File: src/rtl/fir_sample_scheduler_if.sv
// Stream, result and engine-side signals of the FIR sample scheduler.
// slave is the scheduler's view; master is the surrounding system's view.
interface fir_sample_scheduler_if #(
    parameter int IN_WIDTH  = 16,
    parameter int ACC_WIDTH = 40,
    parameter int CNT_WIDTH = 16
);
    logic                 enable;
    logic                 flush;
    logic [IN_WIDTH-1:0]  s_data;
    logic                 s_valid;
    logic                 s_ready;
    logic [ACC_WIDTH-1:0] m_data;
    logic                 m_valid;
    logic                 m_ready;
    logic [IN_WIDTH-1:0]  fir_data_in;
    logic                 fir_in_valid;
    logic [ACC_WIDTH-1:0] fir_data_out;
    logic                 fir_out_valid;
    logic                 fir_srst_n;
    logic                 timeout_err;
    logic [CNT_WIDTH-1:0] overrun_cnt;

    modport slave (
        input  enable,
        input  flush,
        input  s_data,
        input  s_valid,
        output s_ready,
        output m_data,
        output m_valid,
        input  m_ready,
        output fir_data_in,
        output fir_in_valid,
        input  fir_data_out,
        input  fir_out_valid,
        output fir_srst_n,
        output timeout_err,
        output overrun_cnt
    );

    modport master (
        output enable,
        output flush,
        output s_data,
        output s_valid,
        input  s_ready,
        input  m_data,
        input  m_valid,
        output m_ready,
        input  fir_data_in,
        input  fir_in_valid,
        output fir_data_out,
        output fir_out_valid,
        input  fir_srst_n,
        input  timeout_err,
        input  overrun_cnt
    );
endinterface

File: src/rtl/fir_sample_scheduler.sv
// Feeds one buffered sample at a time into a non-stallable FIR engine,
// holds its result for a valid/ready sink and resets the engine if it hangs.
module fir_sample_scheduler #(
    parameter int IN_WIDTH    = 16,
    parameter int ACC_WIDTH   = 40,
    parameter int FIFO_DEPTH  = 8,
    parameter int TIMEOUT_CYC = 512,
    parameter int CNT_WIDTH   = 16
) (
    input  logic                  clk,
    input  logic                  rst,
    fir_sample_scheduler_if.slave bus
);
    localparam int PW = $clog2(FIFO_DEPTH);
    localparam int TW = $clog2(TIMEOUT_CYC);
    localparam logic [TW-1:0] T_LAST = TW'(TIMEOUT_CYC - 1);

    typedef enum logic [1:0] {
        IDLE,
        WAIT,
        RECOVER
    } state_t;

    logic [IN_WIDTH-1:0]  mem_q [FIFO_DEPTH];
    logic [PW:0]          wptr_q;
    logic [PW:0]          wptr_d;
    logic [PW:0]          rptr_q;
    logic [PW:0]          rptr_d;
    logic                 full_q;
    logic                 full_d;
    logic                 empty;
    logic                 push;
    logic                 pop;

    state_t               state_q;
    logic [TW-1:0]        timer_q;
    logic                 rec_cnt_q;
    logic                 recover_q;
    logic [IN_WIDTH-1:0]  din_q;
    logic                 inv_q;
    logic [ACC_WIDTH-1:0] mdata_q;
    logic                 mvalid_q;
    logic                 terr_q;
    logic [CNT_WIDTH-1:0] ovr_q;

    assign empty = (wptr_q == rptr_q);
    assign push  = bus.s_valid & ~full_q & ~bus.flush;
    assign pop   = (state_q == IDLE) & bus.enable & ~empty & ~mvalid_q;

    // Flush snaps the read pointer onto the write pointer; a same-cycle
    // pop has already captured its sample, so nothing in flight is lost.
    always_comb begin
        wptr_d = wptr_q + {{PW{1'b0}}, push};
        rptr_d = rptr_q + {{PW{1'b0}}, pop};
        if (bus.flush) begin
            rptr_d = wptr_q;
        end
        full_d = (wptr_d[PW] != rptr_d[PW]) &&
                 (wptr_d[PW-1:0] == rptr_d[PW-1:0]);
    end

    always_ff @(posedge clk) begin
        if (push) begin
            mem_q[wptr_q[PW-1:0]] <= bus.s_data;
        end
    end

    always_ff @(posedge clk or posedge rst) begin
        if (rst) begin
            wptr_q <= '0;
            rptr_q <= '0;
            full_q <= 1'b0;
            ovr_q  <= '0;
        end else begin
            wptr_q <= wptr_d;
            rptr_q <= rptr_d;
            full_q <= full_d;
            if (bus.s_valid && full_q && (ovr_q != '1)) begin
                ovr_q <= ovr_q + 1'b1;
            end
        end
    end

    always_ff @(posedge clk or posedge rst) begin
        if (rst) begin
            state_q   <= IDLE;
            timer_q   <= '0;
            rec_cnt_q <= 1'b0;
            recover_q <= 1'b0;
            din_q     <= '0;
            inv_q     <= 1'b0;
            mdata_q   <= '0;
            mvalid_q  <= 1'b0;
            terr_q    <= 1'b0;
        end else begin
            inv_q <= 1'b0;
            if (mvalid_q && bus.m_ready) begin
                mvalid_q <= 1'b0;
            end
            unique case (state_q)
                IDLE: begin
                    if (pop) begin
                        din_q   <= mem_q[rptr_q[PW-1:0]];
                        inv_q   <= 1'b1;
                        timer_q <= '0;
                        state_q <= WAIT;
                    end
                end
                WAIT: begin
                    if (bus.fir_out_valid) begin
                        mdata_q  <= bus.fir_data_out;
                        mvalid_q <= 1'b1;
                        state_q  <= IDLE;
                    end else if (timer_q == T_LAST) begin
                        terr_q    <= 1'b1;
                        recover_q <= 1'b1;
                        rec_cnt_q <= 1'b0;
                        state_q   <= RECOVER;
                    end else begin
                        timer_q <= timer_q + 1'b1;
                    end
                end
                RECOVER: begin
                    if (rec_cnt_q) begin
                        recover_q <= 1'b0;
                        state_q   <= IDLE;
                    end else begin
                        rec_cnt_q <= 1'b1;
                    end
                end
                default: begin
                    state_q <= IDLE;
                end
            endcase
        end
    end

    assign bus.s_ready      = ~full_q;
    assign bus.m_data       = mdata_q;
    assign bus.m_valid      = mvalid_q;
    assign bus.fir_data_in  = din_q;
    assign bus.fir_in_valid = inv_q;
    assign bus.fir_srst_n   = ~(rst | recover_q);
    assign bus.timeout_err  = terr_q;
    assign bus.overrun_cnt  = ovr_q;
endmodule

File: src/flat_wrapper.sv
// flat-port wrapper written by rule: the top's interface ports become plain ports
module fir_sample_scheduler_flat 
#(
    parameter int IN_WIDTH    = 16,
    parameter int ACC_WIDTH   = 40,
    parameter int FIFO_DEPTH  = 8,
    parameter int TIMEOUT_CYC = 512,
    parameter int CNT_WIDTH   = 16
)
  (clk, rst, bus_enable, bus_flush, bus_s_data, bus_s_valid, bus_s_ready, bus_m_data, bus_m_valid, bus_m_ready, bus_fir_data_in, bus_fir_in_valid, bus_fir_data_out, bus_fir_out_valid, bus_fir_srst_n, bus_timeout_err, bus_overrun_cnt);
  fir_sample_scheduler_if #(.IN_WIDTH(IN_WIDTH), .ACC_WIDTH(ACC_WIDTH), .CNT_WIDTH(CNT_WIDTH)) bus_i ();
  input  logic clk;
  input  logic rst;
  input wire logic [$bits(bus_i.enable)-1:0] bus_enable;
  input wire logic [$bits(bus_i.flush)-1:0] bus_flush;
  input wire logic [$bits(bus_i.s_data)-1:0] bus_s_data;
  input wire logic [$bits(bus_i.s_valid)-1:0] bus_s_valid;
  output wire logic [$bits(bus_i.s_ready)-1:0] bus_s_ready;
  output wire logic [$bits(bus_i.m_data)-1:0] bus_m_data;
  output wire logic [$bits(bus_i.m_valid)-1:0] bus_m_valid;
  input wire logic [$bits(bus_i.m_ready)-1:0] bus_m_ready;
  output wire logic [$bits(bus_i.fir_data_in)-1:0] bus_fir_data_in;
  output wire logic [$bits(bus_i.fir_in_valid)-1:0] bus_fir_in_valid;
  input wire logic [$bits(bus_i.fir_data_out)-1:0] bus_fir_data_out;
  input wire logic [$bits(bus_i.fir_out_valid)-1:0] bus_fir_out_valid;
  output wire logic [$bits(bus_i.fir_srst_n)-1:0] bus_fir_srst_n;
  output wire logic [$bits(bus_i.timeout_err)-1:0] bus_timeout_err;
  output wire logic [$bits(bus_i.overrun_cnt)-1:0] bus_overrun_cnt;
  assign bus_i.enable = bus_enable;
  assign bus_i.flush = bus_flush;
  assign bus_i.s_data = bus_s_data;
  assign bus_i.s_valid = bus_s_valid;
  assign bus_s_ready = bus_i.s_ready;
  assign bus_m_data = bus_i.m_data;
  assign bus_m_valid = bus_i.m_valid;
  assign bus_i.m_ready = bus_m_ready;
  assign bus_fir_data_in = bus_i.fir_data_in;
  assign bus_fir_in_valid = bus_i.fir_in_valid;
  assign bus_i.fir_data_out = bus_fir_data_out;
  assign bus_i.fir_out_valid = bus_fir_out_valid;
  assign bus_fir_srst_n = bus_i.fir_srst_n;
  assign bus_timeout_err = bus_i.timeout_err;
  assign bus_overrun_cnt = bus_i.overrun_cnt;
  fir_sample_scheduler #(.IN_WIDTH(IN_WIDTH), .ACC_WIDTH(ACC_WIDTH), .FIFO_DEPTH(FIFO_DEPTH), .TIMEOUT_CYC(TIMEOUT_CYC), .CNT_WIDTH(CNT_WIDTH)) u_core (.clk(clk), .rst(rst), .bus(bus_i));
endmodule
File: config.mk
export PLATFORM = sky130hd
export DESIGN_NAME = fir_sample_scheduler_flat
export DESIGN_NICKNAME = d
export VERILOG_FILES = /design/src/rtl/fir_sample_scheduler_if.sv /design/src/rtl/fir_sample_scheduler.sv /design/src/flat_wrapper.sv
export SDC_FILE = /design/constraint.sdc
export NUM_CORES = 1
export LEC_CHECK = 0
export CORE_MARGIN = 2
export CORE_UTILIZATION = 30
export DETAILED_ROUTE_END_ITERATION = 10
export HOLD_SLACK_MARGIN = 0.1
export PLACE_DENSITY = 0.56
export SKIP_LAST_GASP = 1
export SLEW_MARGIN = 5
export SYNTH_ARGS = -nofsm -noshare
export SYNTH_HDL_FRONTEND = slang
export SYNTH_SLANG_ARGS = --single-unit
File: constraint.sdc
create_clock -name clk -period 3.2 [get_ports clk]
set_input_delay 0.48 -clock clk [delete_from_list [all_inputs] [get_ports clk]]
set_output_delay 0.48 -clock clk [all_outputs]
set_load 0.02 [all_outputs]
==> results.yml <==
setup_path:
  critPathKind: "register to register"
  cp_cell_sequence: "ha_1 > and3_1 > and3_1 > ha_1 > or4b_4 > o41ai_1 > a31o_2"
  cp-end-kind: "register"
  cp_slowest_cell: "or4b_4"
  cp.arrival_ns: 2.91
  crit_path_start_kind: "register"
  cp.required_ns: 3.65
  crit_fanout: 12
  critPathMaxStageDelay_ns: 0.58
  worstSetupStartpoint: "u_core.timer_q[0]$_DFFE_PP0P_"
  rr_startpoint: "u_core.timer_q[0]$_DFFE_PP0P_"
sta:
  max_freq_mhz: 406
  setup_ws_ns: 0.740
  setup_viol: 0
  slew_headroom_pct: 52.8
  timing.final.max_slew_violations: 0
  post-route-period-util_pct: 76.9
  setup-tns-final_ns: 0
  min_period_ns: 2.46
  rsz0062_at_grt: "false"
  worst_pin_slew_ns: 0.702
  finClkSkew_ns: 0.0133
  whs_ns: 0.413
  hold_violations: 0
clock_network:
  cts_tree: "built"
  cts_resized: 0
  clockRootBuffer: "clkbuf_16"
  clock_latency_ns: 0.52
  cts_sinks: 225
  post_cts_buffers: 0
  htree_num_levels: 1
  cts_buffers: 25
  clkSlewWorstSetupHoldPaths_ns: 0.06
  ctsHoldBuffers: 0
  clk_path_buf_depth: 3
synthesis:
  synth-xor-area-share_pct: 2.72
  synth_area_leaders: "edfxtp_1, dfrtp_1, mux4_2"
  synthDominantCellAreaShare_pct: 42.4
  seq_area_frac_synth_pct: 69.2
  synth_ff_type: "edfxtp_1"
  muxShareOfSynthArea_pct: 15.6
  synth_area_mm2: 0.00906
  syn-num-nets: 600
  syn_avg_cell_area_um2: 17.1
  synth_compound_area_share_pct: 4.20
  synth_edf_count: 128
  synthDistinctLibCells: 52
  yosys_warnings: 0
  postSynth.asyncResetShare_pct: 43.1
  synth_fa_ha_area_share_pct: 0.966
  syn_inst: 530
  yosysTopAreaCell: "edfxtp_1"
  synth-simple-area-share_pct: 5.56
  synth_top_family_by_area: "multiplexers"
  synth-seq-cells: 225
placement:
  pre_cts_slack_ns: 0.662
  place_inst: 1056
  gp_congestion: 0.767
  port-buffer-count: 139
  place_area_mm2: 0.0110
  hpwl_um: 13400
floorplan:
  die_x_um: 178
  die_y_um: 178
  initial_core_util_pct: 30.5
  row_count: 63
  coreArea_mm2: 0.0297
  dieArea_mm2: 0.0316
  pin_count: 140
grt:
  grt.total_usage_pct: 12.8
  grt_pass1_wl_um: 31100
  grt_pass1_vias: 5478
  grt_max_degree: 48
  globalRouteOverflowTotal: 0
  antenna_found_initial: 0
routing:
  wl_per_cell_um: 18.4
  drt-pass1-iter-count: 4
  viasPerCell: 4.70
  first_iter_violations: 359
  dr_total_vias: 5176
  wirelength_um: 20300
  drt.antenna.violating_nets: 0
  drc: 0
run:
  maxCapViolCount: 0
finish:
  seq_area_mm2: 0.00627
  fill_cells: 2724
  final_cell_mix: "clkdlybuf4s50_1, edfxtp_1, dfrtp_1"
  layout.nets: 763
  drive_gt1_share_pct: 21.1
  multi_input_area_mm2: 0.00264
  layout_commonest_cell: "clkdlybuf4s50_1"
  finish.instance_area_mm2: 0.0117
  instances_no_fill: 1101
  area_growth_pct: 29.0
  finish.utilization_pct: 39.3
power:
  ir_worst_vdd_uv: 411
  powerDensity_mw_per_mm2: 874
  power_mw: 10.2
  leakagePower_nw: 4.34
run_status:
  status: "finished, final reports clean"
worst_hold_path:
  min_path_type: "primary input to asynchronous set/reset pin"
## report_power, final
part | internal [mW] | switching [mW] | total (mW)
clock network | 1.46 | 1.10 | 2.56
registers | 3.68 | 0.355 | 4.03
logic | 1.80 | 1.82 | 3.63
## worst paths after layout
kind	cells after the start	slack [ns]	end
min	2	0.41	u_core.recover_q$_DFFE_PP0P_
max	7	0.74	u_core.timer_q[5]$_DFFE_PP0P_
max reg2reg	7	0.74	u_core.timer_q[5]$_DFFE_PP0P_
min reg2reg	1	0.46	u_core.bus.timeout_err$_DFFE_PP0P_
min in group clk	1	0.46	u_core.bus.timeout_err$_DFFE_PP0P_
max in group asynchronous	3	2.04	u_core.bus.fir_data_in[5]$_DFFE_PP0P_
## sequential cells by signal, indices dropped and copies added (netlist names)
name,count
u_core.mem_q,128
u_core.full_q,1
u_core.rec_cnt_q,1
u_core.bus.fir_in_valid,1
u_core.bus.timeout_err,1
u_core.bus.m_valid,1
u_core.timer_q,9
u_core.rptr_q,4
u_core.recover_q,1
u_core.wptr_q,4
u_core.state_q,2
u_core.bus.overrun_cnt,16
u_core.bus.fir_data_in,16
u_core.bus.m_data,40
## critical path, delay by kind of cell (launching register included)
family | cells | cell delay [ns]
and+or+nand+nor | 3 | 0.99
AOI/OAI and AO/OA | 2 | 0.53
adders and majority gates | 2 | 0.45
DFF | 1 | 0.42
## layer usage
layer	GRT usage [%]	vias to the layer above	part of all wire (%)
met2	20.6	204	46
met4	3.48	0	1.9
li1	-	2354	-
met5	0	-	0
met1	17.5	2588	44
met3	2.96	30	8.4
## logic make-up after synthesis
family,count (synthesis)
flip-flops,225
multiplexers,95
AND/OR/NAND/NOR,86
AO/OA/AOI/OAI,62
buffers and inverters,30
XOR/XNOR,25
adder cells (fa/ha/maj),7
## synthesized netlist by cell type, drive strengths merged (7+ instances only)
cell,count
nand3,11
a21oi,9
xor2,16
nor3,9
mux2,46
nand2,15
edfxtp,128
mux2i,17
dfrtp,97
o21ai,40
buf,17
ha,7
nor2,17
mux4,32
xnor2,7
nand4,9
inv,7
## area by class of cell
class                           instances  share of cell area [%]
Antenna cell                            1                  0.0214
Sequential cell                       225                    53.6
Timing Repair Buffer                  159                    13.2
Tap cell                              390                    4.17
Inverter                                7                   0.246
Multi-Input combinational cell        275                    22.6
Clock buffer                           36                    5.79
Clock inverter                          8                   0.364
Note: power is estimated with default switching activity, not from simulation.
